==> config.mk <==
export PLATFORM = sky130hd
export DESIGN_NAME = mux_func_sweeper_flat
export DESIGN_NICKNAME = d
export VERILOG_FILES = /design/src/rtl/mux_func_sweeper_if.sv /design/src/rtl/mux_func_sweeper.sv /design/src/flat_wrapper.sv
export SDC_FILE = /design/constraint.sdc
export NUM_CORES = 1
export LEC_CHECK = 0
export ABC_AREA = 1
export ABC_CLOCK_PERIOD_IN_PS = 2290
export BUFFER_PORTS_ARGS = -buffer_cell sky130_fd_sc_hd__buf_2
export CAP_MARGIN = 20
export CORE_MARGIN = 10
export CORE_UTILIZATION = 55
export CTS_CLUSTER_SIZE = 12
export DETAILED_ROUTE_END_ITERATION = 7
export GPL_TIMING_DRIVEN = 0
export PLACE_DENSITY = 0.89
export REMOVE_ABC_BUFFERS = 1
export SYNTH_ARGS = -nofsm -noshare
export SYNTH_HDL_FRONTEND = slang
export SYNTH_SLANG_ARGS = --single-unit
==> constraint.sdc <==
create_clock -name clk -period 2.29 [get_ports clk]
set_input_delay 0.1145 -clock clk [delete_from_list [all_inputs] [get_ports clk]]
set_output_delay 0.1145 -clock clk [all_outputs]
set_load 0.1 [all_outputs]
==> src/rtl/mux_func_sweeper_if.sv <==
// Stimulus/check bus between the sweeper and the 5-input function under test.
// master = sweeper side, slave = function-under-test / observer side.
interface mux_func_sweeper_if;
    logic       start;
    logic       y;
    logic       a;
    logic       b;
    logic       c;
    logic       d;
    logic       e;
    logic       busy;
    logic       done;
    logic       pass;
    logic [5:0] err_count;
    logic [4:0] first_fail;

    modport master (
        input  start, y,
        output a, b, c, d, e, busy, done, pass, err_count, first_fail
    );

    modport slave (
        output start, y,
        input  a, b, c, d, e, busy, done, pass, err_count, first_fail
    );
endinterface

==> src/rtl/mux_func_sweeper.sv <==
// Exhaustive 32-vector sweeper that checks a 5-input function against a golden truth table.
// Optional MUX_SWEEP_STOP_ON_FAIL_EN ends the sweep on the first mismatching vector.
module mux_func_sweeper #(
    parameter int          SETTLE = 2,
    parameter logic [31:0] EXPECT = 32'hB31E114C
) (
    input  logic              clk,
    input  logic              rst_n,
    mux_func_sweeper_if.master bus
);

    typedef enum logic [1:0] {
        IDLE = 2'd0,
        RUN  = 2'd1,
        DONE = 2'd2
    } state_t;

    localparam logic [3:0] SETTLE_C = 4'(SETTLE);

    state_t     r_state;
    state_t     w_state_nxt;
    logic [4:0] r_vec;
    logic [4:0] w_vec_nxt;
    logic [3:0] r_cnt;
    logic [3:0] w_cnt_nxt;
    logic [5:0] r_err;
    logic [5:0] w_err_nxt;
    logic [4:0] r_ff;
    logic [4:0] w_ff_nxt;
    logic       w_mismatch;
    logic       w_last;

    assign w_mismatch = (bus.y != EXPECT[r_vec]);
    assign w_last     = (r_vec == 5'd31);

    always_ff @(posedge clk or negedge rst_n) begin
        if (!rst_n) begin
            r_state <= IDLE;
            r_vec   <= 5'd0;
            r_cnt   <= 4'd0;
            r_err   <= 6'd0;
            r_ff    <= 5'd0;
        end else begin
            r_state <= w_state_nxt;
            r_vec   <= w_vec_nxt;
            r_cnt   <= w_cnt_nxt;
            r_err   <= w_err_nxt;
            r_ff    <= w_ff_nxt;
        end
    end

    always_comb begin
        w_state_nxt = r_state;
        w_vec_nxt   = r_vec;
        w_cnt_nxt   = r_cnt;
        w_err_nxt   = r_err;
        w_ff_nxt    = r_ff;

        case (r_state)
            IDLE, DONE: begin
                if (bus.start) begin
                    w_state_nxt = RUN;
                    w_vec_nxt   = 5'd0;
                    w_cnt_nxt   = SETTLE_C;
                    w_err_nxt   = 6'd0;
                    w_ff_nxt    = 5'd0;
                end
            end

            RUN: begin
                if (r_cnt != 4'd0) begin
                    w_cnt_nxt = r_cnt - 4'd1;
                end else begin
                    // Sample edge: errors are booked here, before any exit to DONE.
                    if (w_mismatch) begin
                        if (r_err != 6'd32) begin
                            w_err_nxt = r_err + 6'd1;
                        end
                        if (r_err == 6'd0) begin
                            w_ff_nxt = r_vec;
                        end
                    end
`ifdef MUX_SWEEP_STOP_ON_FAIL_EN
                    if (w_mismatch || w_last) begin
                        w_state_nxt = DONE;
                    end else begin
                        w_vec_nxt = r_vec + 5'd1;
                        w_cnt_nxt = SETTLE_C;
                    end
`else
                    if (w_last) begin
                        w_state_nxt = DONE;
                    end else begin
                        w_vec_nxt = r_vec + 5'd1;
                        w_cnt_nxt = SETTLE_C;
                    end
`endif
                end
            end

            default: begin
                w_state_nxt = IDLE;
            end
        endcase
    end

    assign bus.a          = r_vec[4];
    assign bus.b          = r_vec[3];
    assign bus.c          = r_vec[2];
    assign bus.d          = r_vec[1];
    assign bus.e          = r_vec[0];
    assign bus.busy       = (r_state == RUN);
    assign bus.done       = (r_state == DONE);
    assign bus.pass       = (r_state == DONE) && (r_err == 6'd0);
    assign bus.err_count  = r_err;
    assign bus.first_fail = r_ff;

endmodule

==> src/flat_wrapper.sv <==
// flat-port wrapper written by rule: the top's interface ports become plain ports
module mux_func_sweeper_flat 
#(
    parameter int          SETTLE = 2,
    parameter logic [31:0] EXPECT = 32'hB31E114C
)
  (clk, rst_n, bus_start, bus_y, bus_a, bus_b, bus_c, bus_d, bus_e, bus_busy, bus_done, bus_pass, bus_err_count, bus_first_fail);
  mux_func_sweeper_if bus_i ();
  input  logic clk;
  input  logic rst_n;
  input wire logic [$bits(bus_i.start)-1:0] bus_start;
  input wire logic [$bits(bus_i.y)-1:0] bus_y;
  output wire logic [$bits(bus_i.a)-1:0] bus_a;
  output wire logic [$bits(bus_i.b)-1:0] bus_b;
  output wire logic [$bits(bus_i.c)-1:0] bus_c;
  output wire logic [$bits(bus_i.d)-1:0] bus_d;
  output wire logic [$bits(bus_i.e)-1:0] bus_e;
  output wire logic [$bits(bus_i.busy)-1:0] bus_busy;
  output wire logic [$bits(bus_i.done)-1:0] bus_done;
  output wire logic [$bits(bus_i.pass)-1:0] bus_pass;
  output wire logic [$bits(bus_i.err_count)-1:0] bus_err_count;
  output wire logic [$bits(bus_i.first_fail)-1:0] bus_first_fail;
  assign bus_i.start = bus_start;
  assign bus_i.y = bus_y;
  assign bus_a = bus_i.a;
  assign bus_b = bus_i.b;
  assign bus_c = bus_i.c;
  assign bus_d = bus_i.d;
  assign bus_e = bus_i.e;
  assign bus_busy = bus_i.busy;
  assign bus_done = bus_i.done;
  assign bus_pass = bus_i.pass;
  assign bus_err_count = bus_i.err_count;
  assign bus_first_fail = bus_i.first_fail;
  mux_func_sweeper #(.SETTLE(SETTLE), .EXPECT(EXPECT)) u_core (.clk(clk), .rst_n(rst_n), .bus(bus_i));
endmodule
# Word level (Yosys, flattened, before mapping)

Memories as Yosys holds them, arrays and structs flattened.
Index checks and enable logic that the tools add are counted.
Widths: inputs -> output; s select.

Register bits after elaboration: 22
Latch bits: 0
Bits in writable memories: 0
ROM bits: 32
Bits of input ports: 4
Output and inout port bits: 19
Logic and storage cells: 56
Memories: 1

Memories:

| memory          | words | width | rd ports | clocked after memory_dff | wr ports | RTL line               | source |
|---|---|---|---|---|---|---|---|
| (no name shown) | 32    | 1     | 1        | 0                        | 0        | mux_func_sweeper.sv:33 | `assign w_mismatch = (bus.y != EXPECT[r_vec]);` |

$add $sub $neg: 3
$mul: 0
Div/mod/pow operators: 0
Order comparisons: 1
Equal/unequal tests: 13
Shift-type cells: 0
Multiplexer cells: 22
Bitwise operators: 0
Reduce and logical (&&, ||, !) cells: 11

Operators with widths:

| kind                | number |
|---|---|
| $mux 5              | 6 |
| $mux 6              | 4 |
| $pmux 5 s2          | 2 |
| $mux 4              | 3 |
| $pmux 6 s2          | 1 |
| $reduce_and 5->1    | 2 |
| $ne 2x1->1 const B  | 4 |
| $pmux 4 s2          | 1 |
| $add 6x1->6 const B | 1 |
| $logic_not 6->1     | 1 |
| $lt 5x6->1 const B  | 1 |
| $mux 2              | 3 |
| $ne 2x2->1 const B  | 3 |
| $ne 6x6->1 const B  | 1 |
| $reduce_and 3->1    | 2 |
| $add 5x1->5 const B | 1 |
| $eq 5x5->1 const B  | 1 |
| $pmux 2 s2          | 1 |
| $reduce_and 4->1    | 1 |
| $reduce_bool 4->1   | 1 |
| $sub 4x1->4 const B | 1 |
| $ne 3x3->1 const B  | 1 |
| $eq 2x1->1 const B  | 1 |
| $eq 2x2->1 const B  | 1 |
| other kinds (6)     | 6 |

# Logic depth before layout (Yosys ltp)

Word-level depth: 6
Gate-level depth with buffers: 12
Depth with buffers taken out: 12

# Worst setup path before layout

Ideal clock, no wire load.

Path type: reg2out
From: register u_core.r_err[0], in the netlist u_core.bus.err_count[0]
To: output port bus_pass
Arrival: 3385 ps
Setup slack: -1209 ps
Stages on the path, launching flop included: 6
Buffers on the path: 0
Cells stage by stage: dfrtp_1 > inv_1 > ha_1 > nor3b_2 > nand3_1 > nor3_1

Cells in the longest elaborated chain, start to end: 2

RTL lines:

| what                   | RTL line                | source |
|---|---|---|
| from (decl)            | mux_func_sweeper.sv:26  | `logic [5:0] r_err;` |
| from (signal assigned) | mux_func_sweeper.sv:47  | `r_err <= w_err_nxt;` |
| $logic_not 6->1        | mux_func_sweeper.sv:114 | `assign bus.pass = (r_state == DONE) && (r_err == 6'd0);` |
| $logic_and 1x1->1      | mux_func_sweeper.sv:114 |  |
| to (decl)              | flat_wrapper.sv:20      | `output wire logic [$bits(bus_i.pass)-1:0] bus_pass;` |

Every way passes these cells.

# Final worst setup path

Same ends and word-level chain as after synthesis.

==> metrics <==
critical path launch point type=flip-flop; status=completed; # Max-Cap Violations=0; Post-synth EDFFs=0; Critical Path RT=2.18 ns; final-report hold violation count=0; layout cells sized above 1=21.89%; Synth area leader=dfrtp_1; CTS buffer count=3; Port Buf Inserts=22; CTS tree=built; stages on the worst setup path=6; actual slew at the worst max-slew pin=0.4994 ns; post-synthesis mux area share=0%; CTS Buffer Depth=2; Crit path max-delay family=simple AND/OR/NAND/NOR gates; Area Overhead vs Synth=12.31%; critical path buffer and inverter count=2; Arr. time, crit path=1.96 ns; core footprint=2455 um^2; IO Pins=23; Post-Synth Simple-Gate Area=36.23%; number of global-route vias before repair=1,171; CP cell instances=inv_1, ha_1, nor3b_2, nand3_1, nor3_1, buf_2; die area=4996 um^2; reg-to-reg startpoint=u_core.r_vec[0]$_DFFE_PN0P_; CP peak stage delay=0.45 ns; Placed Instances=225; Reg2Reg Setup Slack=0.39 ns; post-layout min period=2.076 ns; Syn Inst Count=176; Setup Skew=0.008870 ns; initial antenna violation count=0; filler cell count=215; worst hold-check path type=in -> async; Final setup viols=0; Synth area leaders=dfrtp_1 39%, nand2_1 11%, ha_1 8.0%; ys flop type=dfrtp_1; share of the synthesized area in the top cell type=38.97%; Post-synth ARST share=100.0%; gr usage total=11.74%; Initial Util=57.54%; num rows=18; clk_lat worst skew=0.31 ns; Post-Synth XOR/XNOR Area=0%; DRT Wirelength=2857 um; # DRC=0; DR iter-0 viols=63; gpl congestion=0.7929; Finished Layout Cells=231; endpoint class of the critical path=output pin; Synth cell types=26; DRT antenna net count=0; post-placement cell area=1530 um^2; largest family of logic cells by synthesized area=simple AND/OR/NAND/NOR gates; pin count of the biggest net entering global routing=23; WL/cell=12.37 um; top cells by count, synth=43 x nand2_1, 22 x dfrtp_1, 18 x inv_1; Die W=70.68 um; YS warnings=0; most common cell in the netlist=nand2_1; unrepaired setup endpoints after global routing=no; Peak Freq=481.6 MHz; CP max stage cell=dfrtp_1; R2R depth=12; n_diodes=0; pins over their slew limit=0; Die Ht=70.68 um; first-pass GRT wire length=5140 um; clock-pin slew on the worst setup and hold paths=0.12 ns; Synth Area in Adders=7.972%; r2r endpoint=u_core.bus.first_fail[4]$_DFFE_PN0P_; Vias/cell=5.368; Design Area, Final=1587 um^2; total number of vias=1,240; H-tree depth=1; Cell Area, Synth=1413 um^2; Post-Syn Area per Cell=8.026 um^2; type of the worst setup path=reg -> out; clock sink total=22; post-synthesis compound-gate area fraction=8.415%; First-pass DRT Iterations=4; total congestion overflow=0; Seq/Total Area, Yosys=38.97%; Slew headroom=66.71%; Clk Tree Root Cell=clkbuf_4; Final Cycle Share=90.67%; # nets final=215; crit-path max FO=6; Util after Layout=64.63%; Yosys reg bits=22; CP Launch Point=u_core.bus.err_count[0]$_DFFE_PN0P_; Post-DP HPWL=2158 um
## cells by family after synthesis
family	count (synthesis)
AND/OR/NAND/NOR	97
buffers and inverters	26
AO/OA/AOI/OAI	22
flip-flops	22
adder cells (fa/ha/maj)	9
## worst max path at each step
stage | endpoint | slack (ns)
2_1_floorplan | bus_pass | -1.21
3_3_place_gp | u_core.bus.first_fail[3]$_DFFE_PN0P_ | 0.42
3_5_place_dp | u_core.bus.first_fail[2]$_DFFE_PN0P_ | 0.42
4_1_cts | bus_pass | 0.21
5_1_grt | bus_pass | 0.02
6_report | bus_pass | 0.21
## layout make-up
type / count / area (um^2) / share of cell area, %
clock buffers: 4 / 36.28 / 2.287
multi-input cells: 128 / 743.2 / 46.85
flip-flops and latches: 22 / 550.5 / 34.70
inverters: 23 / 88.84 / 5.599
repair buffers: 24 / 130.1 / 8.202
well taps: 30 / 37.54 / 2.366
## registers in the layout, summed over array words and instances (netlist names)
name	count
u_core.r_cnt	4
u_core.r_state	2
u_core.bus.err_count	6
u_core.r_vec	5
u_core.bus.first_fail	5
## cells in the final DEF, fill, tap and decap left out
| cell | Yosys | layout |
|---|---|---|
| a21oi_1 | 7 | 7 |
| a31oi_1 | 1 | 1 |
| buf_2 | 0 | 22 |
| clkbuf_4 | 0 | 3 |
| clkbuf_8 | 0 | 1 |
| dfrtp_1 | 22 | 22 |
| dlygate4sd3_1 | 0 | 2 |
| ha_1 | 9 | 9 |
| inv_1 | 18 | 18 |
| inv_2 | 4 | 4 |
| inv_4 | 1 | 1 |
| nand2_1 | 43 | 43 |
| nand2_2 | 2 | 2 |
| nand2_4 | 1 | 1 |
| nand3_1 | 15 | 15 |
| nand3_2 | 2 | 2 |
| nand4_1 | 11 | 11 |
| nor2_1 | 12 | 12 |
| nor2_4 | 2 | 2 |
| nor2_8 | 2 | 2 |
| nor3_1 | 4 | 4 |
| nor3_2 | 1 | 1 |
| nor3b_2 | 2 | 2 |
| o21ai_0 | 8 | 8 |
| o21ai_1 | 3 | 3 |
| o21ai_2 | 1 | 1 |
| o22ai_1 | 1 | 1 |
| o31ai_1 | 1 | 1 |
## repair_timing
item                      in CTS  in global routing
setup buffers                  0                  0
hold endpoints to repair      23                  0
gates resized for setup        0                  0
hold buffers                   2                  0
## per-stage QoR
step | hold WS [ns] | worst slack [ns] | TNS [ns]
global route | 0.3229 | 0.01656 | 0
global placement | 0.1046 | 0.4224 | 0
detailed placement | 0.1052 | 0.4223 | 0
CTS | 0.2878 | 0.2101 | 0
floorplan | -0.1811 | -1.209 | -3.012
finish | 0.2770 | 0.2136 | 0
## worst reg2reg max path, stage by stage (launching register included)
cell	delay (ns)
dfrtp_1	0.42
inv_1	0.19
ha_1	0.23
inv_1	0.06
nand2_1	0.06
nand3_1	0.08
nand2_1	0.08
nand2_1	0.05
nand3_1	0.08
nand3_2	0.22
nand3_1	0.25
nand2_1	0.07
nand2_1	0.06
## metal layers
metal | part of all wire (%) | GRT usage, % | vias up
met2 | 49 | 19.49 | 34
met1 | 44 | 14.09 | 564
met4 | 1.4 | 4.301 | 0
met3 | 6.1 | 3.208 | 6
met5 | 0 | 0 | -
li1 | - | - | 636
Power is left out: the tool's default activity adds up to more than one toggle a clock period on the data nets, which glitch-free logic cannot reach.
